==> src/rtl/alu_seq.sv <==
// rtl/alu_seq.sv - signed ALU: single-cycle add/sub/mul, sequential restoring divide/modulo
module alu_seq #(
  parameter int WIDTH = 8
) (
  input  logic                 clk,
  input  logic                 rst_n,
  input  logic                 start,
  input  logic [3:0]           op,
  input  logic [WIDTH-1:0]     in1,
  input  logic [WIDTH-1:0]     in2,
  input  logic                 nvalid_data,
  output logic [2*WIDTH-1:0]   out,
  output logic                 zero,
  output logic                 error,
  output logic                 busy,
  output logic                 done
);

  localparam int CW = (WIDTH > 2) ? $clog2(WIDTH) : 1;
  localparam logic [3:0] OP_ADD = 4'd0;
  localparam logic [3:0] OP_SUB = 4'd2;
  localparam logic [3:0] OP_MUL = 4'd4;
  localparam logic [3:0] OP_DIV = 4'd8;
  localparam logic [3:0] OP_MOD = 4'd9;

  typedef enum logic {IDLE, DIVIDE} state_t;

  state_t                state_q, state_d;
  logic [WIDTH-1:0]      dvd_q, dvd_d;
  logic [WIDTH-1:0]      dvs_q, dvs_d;
  logic [WIDTH-1:0]      rem_q, rem_d;
  logic [CW-1:0]         cnt_q, cnt_d;
  logic                  is_mod_q, is_mod_d;
  logic                  neg_quo_q, neg_quo_d;
  logic                  neg_rem_q, neg_rem_d;
  logic [2*WIDTH-1:0]    out_q, out_d;
  logic                  zero_q, zero_d;
  logic                  error_q, error_d;
  logic                  done_q, done_d;

  logic signed [2*WIDTH-1:0] a_ext, b_ext;
  logic [WIDTH-1:0]      mag1, mag2;
  logic [WIDTH:0]        rem_sh;
  logic                  fits;
  logic [WIDTH-1:0]      rem_nx, quo_nx;
  logic [2*WIDTH-1:0]    quo_ext, rem_ext;
  logic [2*WIDTH-1:0]    res;
  logic                  res_err, load;

  assign a_ext = {{WIDTH{in1[WIDTH-1]}}, in1};
  assign b_ext = {{WIDTH{in2[WIDTH-1]}}, in2};
  assign mag1  = in1[WIDTH-1] ? ({WIDTH{1'b0}} - in1) : in1;
  assign mag2  = in2[WIDTH-1] ? ({WIDTH{1'b0}} - in2) : in2;

  // One restoring step: the dividend register shifts left and collects quotient bits.
  assign rem_sh  = {rem_q, dvd_q[WIDTH-1]};
  assign fits    = rem_sh >= {1'b0, dvs_q};
  assign rem_nx  = fits ? (rem_sh[WIDTH-1:0] - dvs_q) : rem_sh[WIDTH-1:0];
  assign quo_nx  = {dvd_q[WIDTH-2:0], fits};
  assign quo_ext = {{WIDTH{1'b0}}, quo_nx};
  assign rem_ext = {{WIDTH{1'b0}}, rem_nx};

  always_comb begin
    state_d   = state_q;
    dvd_d     = dvd_q;
    dvs_d     = dvs_q;
    rem_d     = rem_q;
    cnt_d     = cnt_q;
    is_mod_d  = is_mod_q;
    neg_quo_d = neg_quo_q;
    neg_rem_d = neg_rem_q;
    res       = '0;
    res_err   = 1'b0;
    load      = 1'b0;

    case (state_q)
      IDLE: begin
        if (start) begin
          load = 1'b1;
          if (nvalid_data) begin
            res     = '1;
            res_err = 1'b1;
          end else begin
            case (op)
              OP_ADD: res = a_ext + b_ext;
              OP_SUB: res = a_ext - b_ext;
              OP_MUL: res = a_ext * b_ext;
              OP_DIV, OP_MOD: begin
                if (in2 == '0) begin
                  res     = '1;
                  res_err = 1'b1;
                end else begin
                  load      = 1'b0;
                  state_d   = DIVIDE;
                  dvd_d     = mag1;
                  dvs_d     = mag2;
                  rem_d     = '0;
                  cnt_d     = '0;
                  is_mod_d  = (op == OP_MOD);
                  neg_quo_d = in1[WIDTH-1] ^ in2[WIDTH-1];
                  neg_rem_d = in1[WIDTH-1];
                end
              end
              default: res = '0;
            endcase
          end
        end
      end
      DIVIDE: begin
        dvd_d = quo_nx;
        rem_d = rem_nx;
        cnt_d = cnt_q + CW'(1);
        if (cnt_q == CW'(WIDTH - 1)) begin
          state_d = IDLE;
          load    = 1'b1;
          // Magnitudes are widened before negation so -2^(W-1)/-1 stays exact.
          if (is_mod_q) res = neg_rem_q ? ({2*WIDTH{1'b0}} - rem_ext) : rem_ext;
          else          res = neg_quo_q ? ({2*WIDTH{1'b0}} - quo_ext) : quo_ext;
        end
      end
      default: state_d = IDLE;
    endcase

    out_d   = load ? res : out_q;
    zero_d  = load ? (res == '0) : zero_q;
    error_d = load ? res_err : error_q;
    done_d  = load;
  end

  always_ff @(posedge clk or negedge rst_n) begin
    if (!rst_n) begin
      state_q   <= IDLE;
      dvd_q     <= '0;
      dvs_q     <= '0;
      rem_q     <= '0;
      cnt_q     <= '0;
      is_mod_q  <= 1'b0;
      neg_quo_q <= 1'b0;
      neg_rem_q <= 1'b0;
      out_q     <= '0;
      zero_q    <= 1'b1;
      error_q   <= 1'b0;
      done_q    <= 1'b0;
    end else begin
      state_q   <= state_d;
      dvd_q     <= dvd_d;
      dvs_q     <= dvs_d;
      rem_q     <= rem_d;
      cnt_q     <= cnt_d;
      is_mod_q  <= is_mod_d;
      neg_quo_q <= neg_quo_d;
      neg_rem_q <= neg_rem_d;
      out_q     <= out_d;
      zero_q    <= zero_d;
      error_q   <= error_d;
      done_q    <= done_d;
    end
  end

  assign out   = out_q;
  assign zero  = zero_q;
  assign error = error_q;
  assign done  = done_q;
  assign busy  = (state_q == DIVIDE);

endmodule

==> config.mk <==
export PLATFORM = sky130hd
export DESIGN_NAME = alu_seq
export DESIGN_NICKNAME = d
export VERILOG_FILES = /design/src/rtl/alu_seq.sv
export SDC_FILE = /design/constraint.sdc
export NUM_CORES = 1
export LEC_CHECK = 0
export ABC_CLOCK_PERIOD_IN_PS = 8000
export BUFFER_PORTS_ARGS = -buffer_cell sky130_fd_sc_hd__buf_2
export CAP_MARGIN = 40
export CORE_UTILIZATION = 36
export CTS_CLUSTER_SIZE = 24
export DETAILED_ROUTE_END_ITERATION = 6
export GPL_TIMING_DRIVEN = 0
export PLACE_DENSITY = 0.63
export SLEW_MARGIN = 40
export SYNTH_ARGS = -nofsm -noshare
export SYNTH_HDL_FRONTEND = slang
export SYNTH_SLANG_ARGS = --single-unit
export TNS_END_PERCENT = 100
==> constraint.sdc <==
create_clock -name clk -period 8 [get_ports clk]
set_input_delay 0.4 -clock clk [delete_from_list [all_inputs] [get_ports clk]]
set_output_delay 0.4 -clock clk [all_outputs]
set_load 0.02 [all_outputs]
Yosys cells after proc, flatten, opt, wreduce, memory -nomap -nowiden
Index checks and enable logic that the tools add are counted.
{"block": "totals", "reg_bits": 50, "word_cells": 84}
{"block": "classes", "bitwise_logic": 4, "muxes": 43, "n_reduce_logical": 6, "n_eq_ne": 9, "multipliers": 1, "n_addsub": 8, "order_cmp": 1}
{"op": "2-to-1 mux 16 bit", "n": 7}
{"op": "2-to-1 mux 8 bit", "n": 11}
{"op": "case mux 16 bit (4 select lines)", "n": 1}
{"op": "case mux 16 bit (2 select lines)", "n": 1}
{"op": "case mux 8 bit (2 select lines)", "n": 2}
{"op": "subtractor 1 x 8 -> 9 bit, first input constant", "n": 2}
{"op": "zero test 16 bit", "n": 1}
{"op": "multiplier 8 x 8 -> 16 bit", "n": 1}
{"op": "subtractor 1 x 8 -> 8 bit, first input constant", "n": 2}
{"op": "2-to-1 mux 1 bit", "n": 14}
{"op": "2-to-1 mux 3 bit", "n": 4}
{"op": "adder 8 x 8 -> 9 bit", "n": 1}
{"op": ">= comparator 9 x 8 -> 1 bit", "n": 1}
{"op": "subtractor 8 x 8 -> 9 bit", "n": 1}
{"op": "equality test 4 bit, second input constant", "n": 2}
{"op": "zero test 8 bit", "n": 1}
{"op": "subtractor 8 bit", "n": 1}
{"op": "!= test 2 bit, second input constant", "n": 3}
{"op": "case mux 3 bit (2 select lines)", "n": 1}
{"op": "AND reduction 5 bit", "n": 1}
{"op": "equality test 4 x 2 -> 1 bit, second input constant", "n": 1}
{"op": "equality test 4 x 3 -> 1 bit, second input constant", "n": 1}
{"op": "zero test 4 bit", "n": 1}
{"op": "case mux 1 bit (2 select lines)", "n": 2}
{"op": "other kinds (7)", "n": 9}

Logic depth before layout (Yosys ltp)
{"block": "logic_depth", "ltp_word": 8, "mapped_depth": 22, "depth_no_buf": 20}

Worst setup path before layout
OpenSTA, ideal clock, no wires.
{"block": "synth_path", "kind": "input to register", "from": "in in1[7]", "to": "reg zero_q, in the netlist zero", "arrival_ns": 5.295, "stages": 21, "setup_slack_ns": 2.618, "setup_time_ns": 0.086, "cell_sequence": "clkbuf_1 -> inv_1 -> clkbuf_1 -> nor2_1 -> fa_1 -> inv_1 -> fa_1 -> inv_1 -> fa_1 -> inv_1 -> fa_1 -> inv_1 -> ha_1 -> and4_1 -> a211oi_1 -> o21ai_0 -> a31oi_1 -> xor2_1 -> o21ai_0 -> a2111o_1 -> o31ai_2"}
{"block": "synth_between", "elab_chain_len": 6, "word_cells_on_any_way": 8, "classes_between": "add/sub: 2; mul: 1; mux: 4; reduce/logical: 1"}
{"element": "start, declared", "line": "9", "source": "input logic [WIDTH-1:0] in1,"}
{"element": "multiplier 8 x 8 -> 16 bit (tied with other cells)", "line": "87", "source": "OP_MUL: res = a_ext * b_ext;"}
{"element": "case mux 16 bit (4 select lines) *", "line": "84", "source": "case (op)"}
{"element": "2-to-1 mux 16 bit *", "line": "80", "source": "if (nvalid_data) begin"}
{"element": "2-to-1 mux 16 bit *", "line": "78", "source": "if (start) begin"}
{"element": "case mux 16 bit (2 select lines) *", "line": "76", "source": "case (state_q)"}
{"element": "zero test 16 bit *", "line": "125", "source": "zero_d = load ? (res == '0) : zero_q;"}
{"element": "end signal, assigned", "line": "154", "source": "zero_q <= zero_d;"}
{"element": "end, declared", "line": "37", "source": "logic zero_q, zero_d;"}
Every way passes the cells marked *; elsewhere a longest branch is shown, timed or not.
A chain may end at the register's enable or synchronous reset.

Worst setup path after layout
Ends and elaborated chain as after synthesis.

==> flow_metrics.tcl <==
set metrics [dict create \
    status "complete, no violations" \
    postCtsHoldBufs 0 \
    std_cell_rows 50 \
    routedWlPerCell_um 17.18 \
    worst_clock_skew_ns 0.008820 \
    antenna_found_initial 0 \
    synth_compound_area_frac 0.2019 \
    io_buffers 42 \
    synthXorXnorAreaFrac 0.05092 \
    cp_data_required_time_ns 8.23 \
    synth_area_per_cell_um2 8.201 \
    ys_ff_latch 50 \
    critPathLaunch "in1[7]" \
    grt_pass1_wl_um 31790 \
    hpwl_um 15680 \
    grt_pass1_vias 6116 \
    die_w_um 140.2 \
    synth_fa_ha_area_frac 0.2779 \
    io_pins 44 \
    place_area_um2 7405 \
    final_max_slew_viol_count 0 \
    r2r_start "rem_q[2]" \
    insertion_delay_ns 0.31 \
    vdd_drop_max_mv 0.2388 \
    drive_gt1_frac 0.08989 \
    post_cts_buffers 0 \
    fin_setup_tns_ns 0 \
    endpoint "zero" \
    relSlewSlack 0.4882 \
    ys_seq_area_frac 0.1820 \
    clk_pin_slew_worst_paths_ns 0.08 \
    end_kind "flip-flop" \
    synthMuxAreaShare 0.01237 \
    mostFrequentLayoutCells "inv_1 (120), nor2_1 (76), nand2_1 (60), ha_1 (60), fa_1 (58)" \
    timing.final.hold_violations 0 \
    critical_path_class "primary input to flip-flop" \
    synth-main-ff-cell "dfrtp_1" \
    vias 6128 \
    rsz0062_at_grt "false" \
    first_iter_violations 498 \
    syn_area_um2 6880 \
    cts_resized 0 \
    clockBufferDepth 2 \
    gp_congestion 0.9148 \
    period_minus_slack_ns 6.022 \
    cts_root_buf "clkbuf_16" \
    die_area_um2 19670 \
    setup_violations 0 \
    synth_top_family_by_area "adder cells" \
    drv_cap 0 \
    grt.total_usage 0.2065 \
    p_per_area_nw_per_um2 323.3 \
    postRouteAntennaNets 0 \
    overflow 0 \
    dp_slack_ns 1.685 \
    grt_max_degree 51 \
    worstPathArrival_ns 6.25 \
    drtPass1Iterations 5 \
    finalWirelength_um 19310 \
    fmax_mhz 166.1 \
    final_common_cell "inv_1" \
    synth_edf_count 0 \
    rr_worst_depth 16 \
    cts_inserted_buffers 5 \
    crit_fanout 10 \
    fin_area_um2 7571 \
    die_y_um 140.2 \
    diodes 0 \
    p_total_mw 2.447 \
    start_util 0.3678 \
    setup_ws_ns 1.978 \
    hold_path_class "primary input to asynchronous set/reset pin" \
    nets 1031 \
    yosys_warnings 0 \
    cts_tree "yes" \
    area_growth_pct 10.04 \
    drc_errors 0 \
    p_leak_nw 3.580 \
    coreArea_um2 18710 \
    worstSetupStartpointType "primary input" \
    finalCritPeriodShare 0.7527 \
    htreeDepth 2 \
    yosys.area_share.simple 0.1886 \
    clkSinkCount 50 \
    syn-num-nets 981 \
    r2r-end "zero" \
    async_flop_share 1.000 \
    rrSetupSlack_ns 3.77 \
    worst_pin_slew_ns 0.7580 \
    synth_cell_types 81 \
    syn-instance-count 839 \
    viasPerCell 5.452 \
]
-- report_power, final --
group / internal, mW / switching (mW) / leakage (nW) / total, mW
clock: 0.126 / 0.105 / 0.0735 / 0.231
combinational: 0.684 / 1.08 / 2.89 / 1.77
sequential: 0.361 / 0.0873 / 0.618 / 0.449
total: 1.17 / 1.28 / 3.58 / 2.45
-- cell usage after synthesis (3+ instances only) --
library cell / number / area, um2
a211o_1: 8 / 70.07
a211oi_1: 6 / 45.04
a21boi_0: 3 / 22.52
a21o_1: 15 / 112.6
a21oi_1: 57 / 285.3
a31oi_1: 8 / 50.05
and2_1: 26 / 162.7
and3_1: 4 / 25.02
and3b_1: 3 / 26.28
buf_2: 7 / 35.03
clkbuf_1: 23 / 86.33
dfrtp_1: 49 / 1226
fa_1: 58 / 1161
ha_1: 60 / 750.7
inv_1: 120 / 450.4
mux2i_1: 6 / 60.06
nand2_1: 60 / 225.2
nand2b_1: 8 / 50.05
nand3_1: 20 / 100.1
nand3b_1: 6 / 45.04
nand4_1: 6 / 37.54
nor2_1: 76 / 285.3
nor2b_1: 6 / 37.54
nor3_1: 10 / 50.05
nor3b_1: 4 / 30.03
nor4_1: 6 / 37.54
o211ai_1: 5 / 37.54
o21a_1: 6 / 45.04
o21ai_0: 55 / 275.3
o311ai_0: 3 / 26.28
o31ai_1: 7 / 52.55
o41ai_1: 3 / 26.28
or3_1: 10 / 62.56
xnor2_1: 25 / 219.0
xor2_1: 15 / 131.4
-- registers in the layout, indices dropped and copies added, names as in the netlist --
| signal | count |
|---|---|
| busy | 1 |
| cnt_q | 3 |
| done | 1 |
| dvd_q | 8 |
| dvs_q | 8 |
| error | 1 |
| is_mod_q | 1 |
| neg_quo_q | 1 |
| neg_rem_q | 1 |
| out | 16 |
| rem_q | 8 |
| zero | 1 |
-- worst min path at each step --
stage / from / to / slack, ns
finish: rst_n / dvs_q[5] / 0.12
global route: rst_n / dvs_q[0] / 0.20
CTS: rst_n / neg_quo_q / 0.16
detailed placement: out[13] / out[13] / 0.46
global placement: out[13] / out[13] / 0.46
floorplan: rst_n / busy / 0.10
-- area by class of cell --
class                           instances  area (um2)
Buffer                                 32       132.6
Tap cell                              234       292.8
Clock inverter                          2       16.27
Clock buffer                            6       138.9
Fill cell                            1976       11130
Multi-Input combinational cell        634        5059
Timing Repair Buffer                   43       217.7
Sequential cell                        50        1252
Inverter                              123       461.7
-- logic make-up (layout without fill, tap and decap cells) --
family | count (synthesis) | after routing
compound gates | 210 | 210
xor+xnor | 40 | 40
fa+ha+maj | 118 | 118
buf+inv | 155 | 206
flops | 50 | 50
mux | 8 | 8
simple gates | 258 | 258
-- per-stage QoR --
stage / util / instances / hold WS, ns
2_1_floorplan: - / 839 / 0.1044
3_3_place_gp: 0.3947 / 1115 / 0.4619
3_5_place_dp: 0.3959 / 1116 / 0.4632
4_1_cts: 0.4041 / 1124 / 0.1581
5_1_grt: 0.4047 / 1124 / 0.1996
6_report: 0.4047 / 1124 / 0.1234
-- worst max-delay path, stage by stage --
cell	delay, ns
buf_2	0.12
clkbuf_1	0.21
inv_1	0.12
clkbuf_1	0.41
nor2_1	0.20
fa_1	0.55
inv_1	0.06
fa_1	0.50
inv_1	0.05
fa_1	0.47
inv_1	0.05
fa_1	0.52
inv_1	0.04
ha_1	0.34
o21ai_0	0.12
nor2_1	0.19
o311ai_1	0.13
a211oi_1	0.26
a31oi_1	0.17
a311o_1	0.30
or3_1	0.47
a2111o_1	0.38
o31ai_2	0.17
-- per-layer routing --
metal / track usage / routed length, um
met1: 0.2731 / 8614
met3: 0.02120 / 979
met2: 0.3495 / 9133
met4: 0.07461 / 582
met5: 0 / 0
No activity file was read; power rests on OpenSTA's default activity.
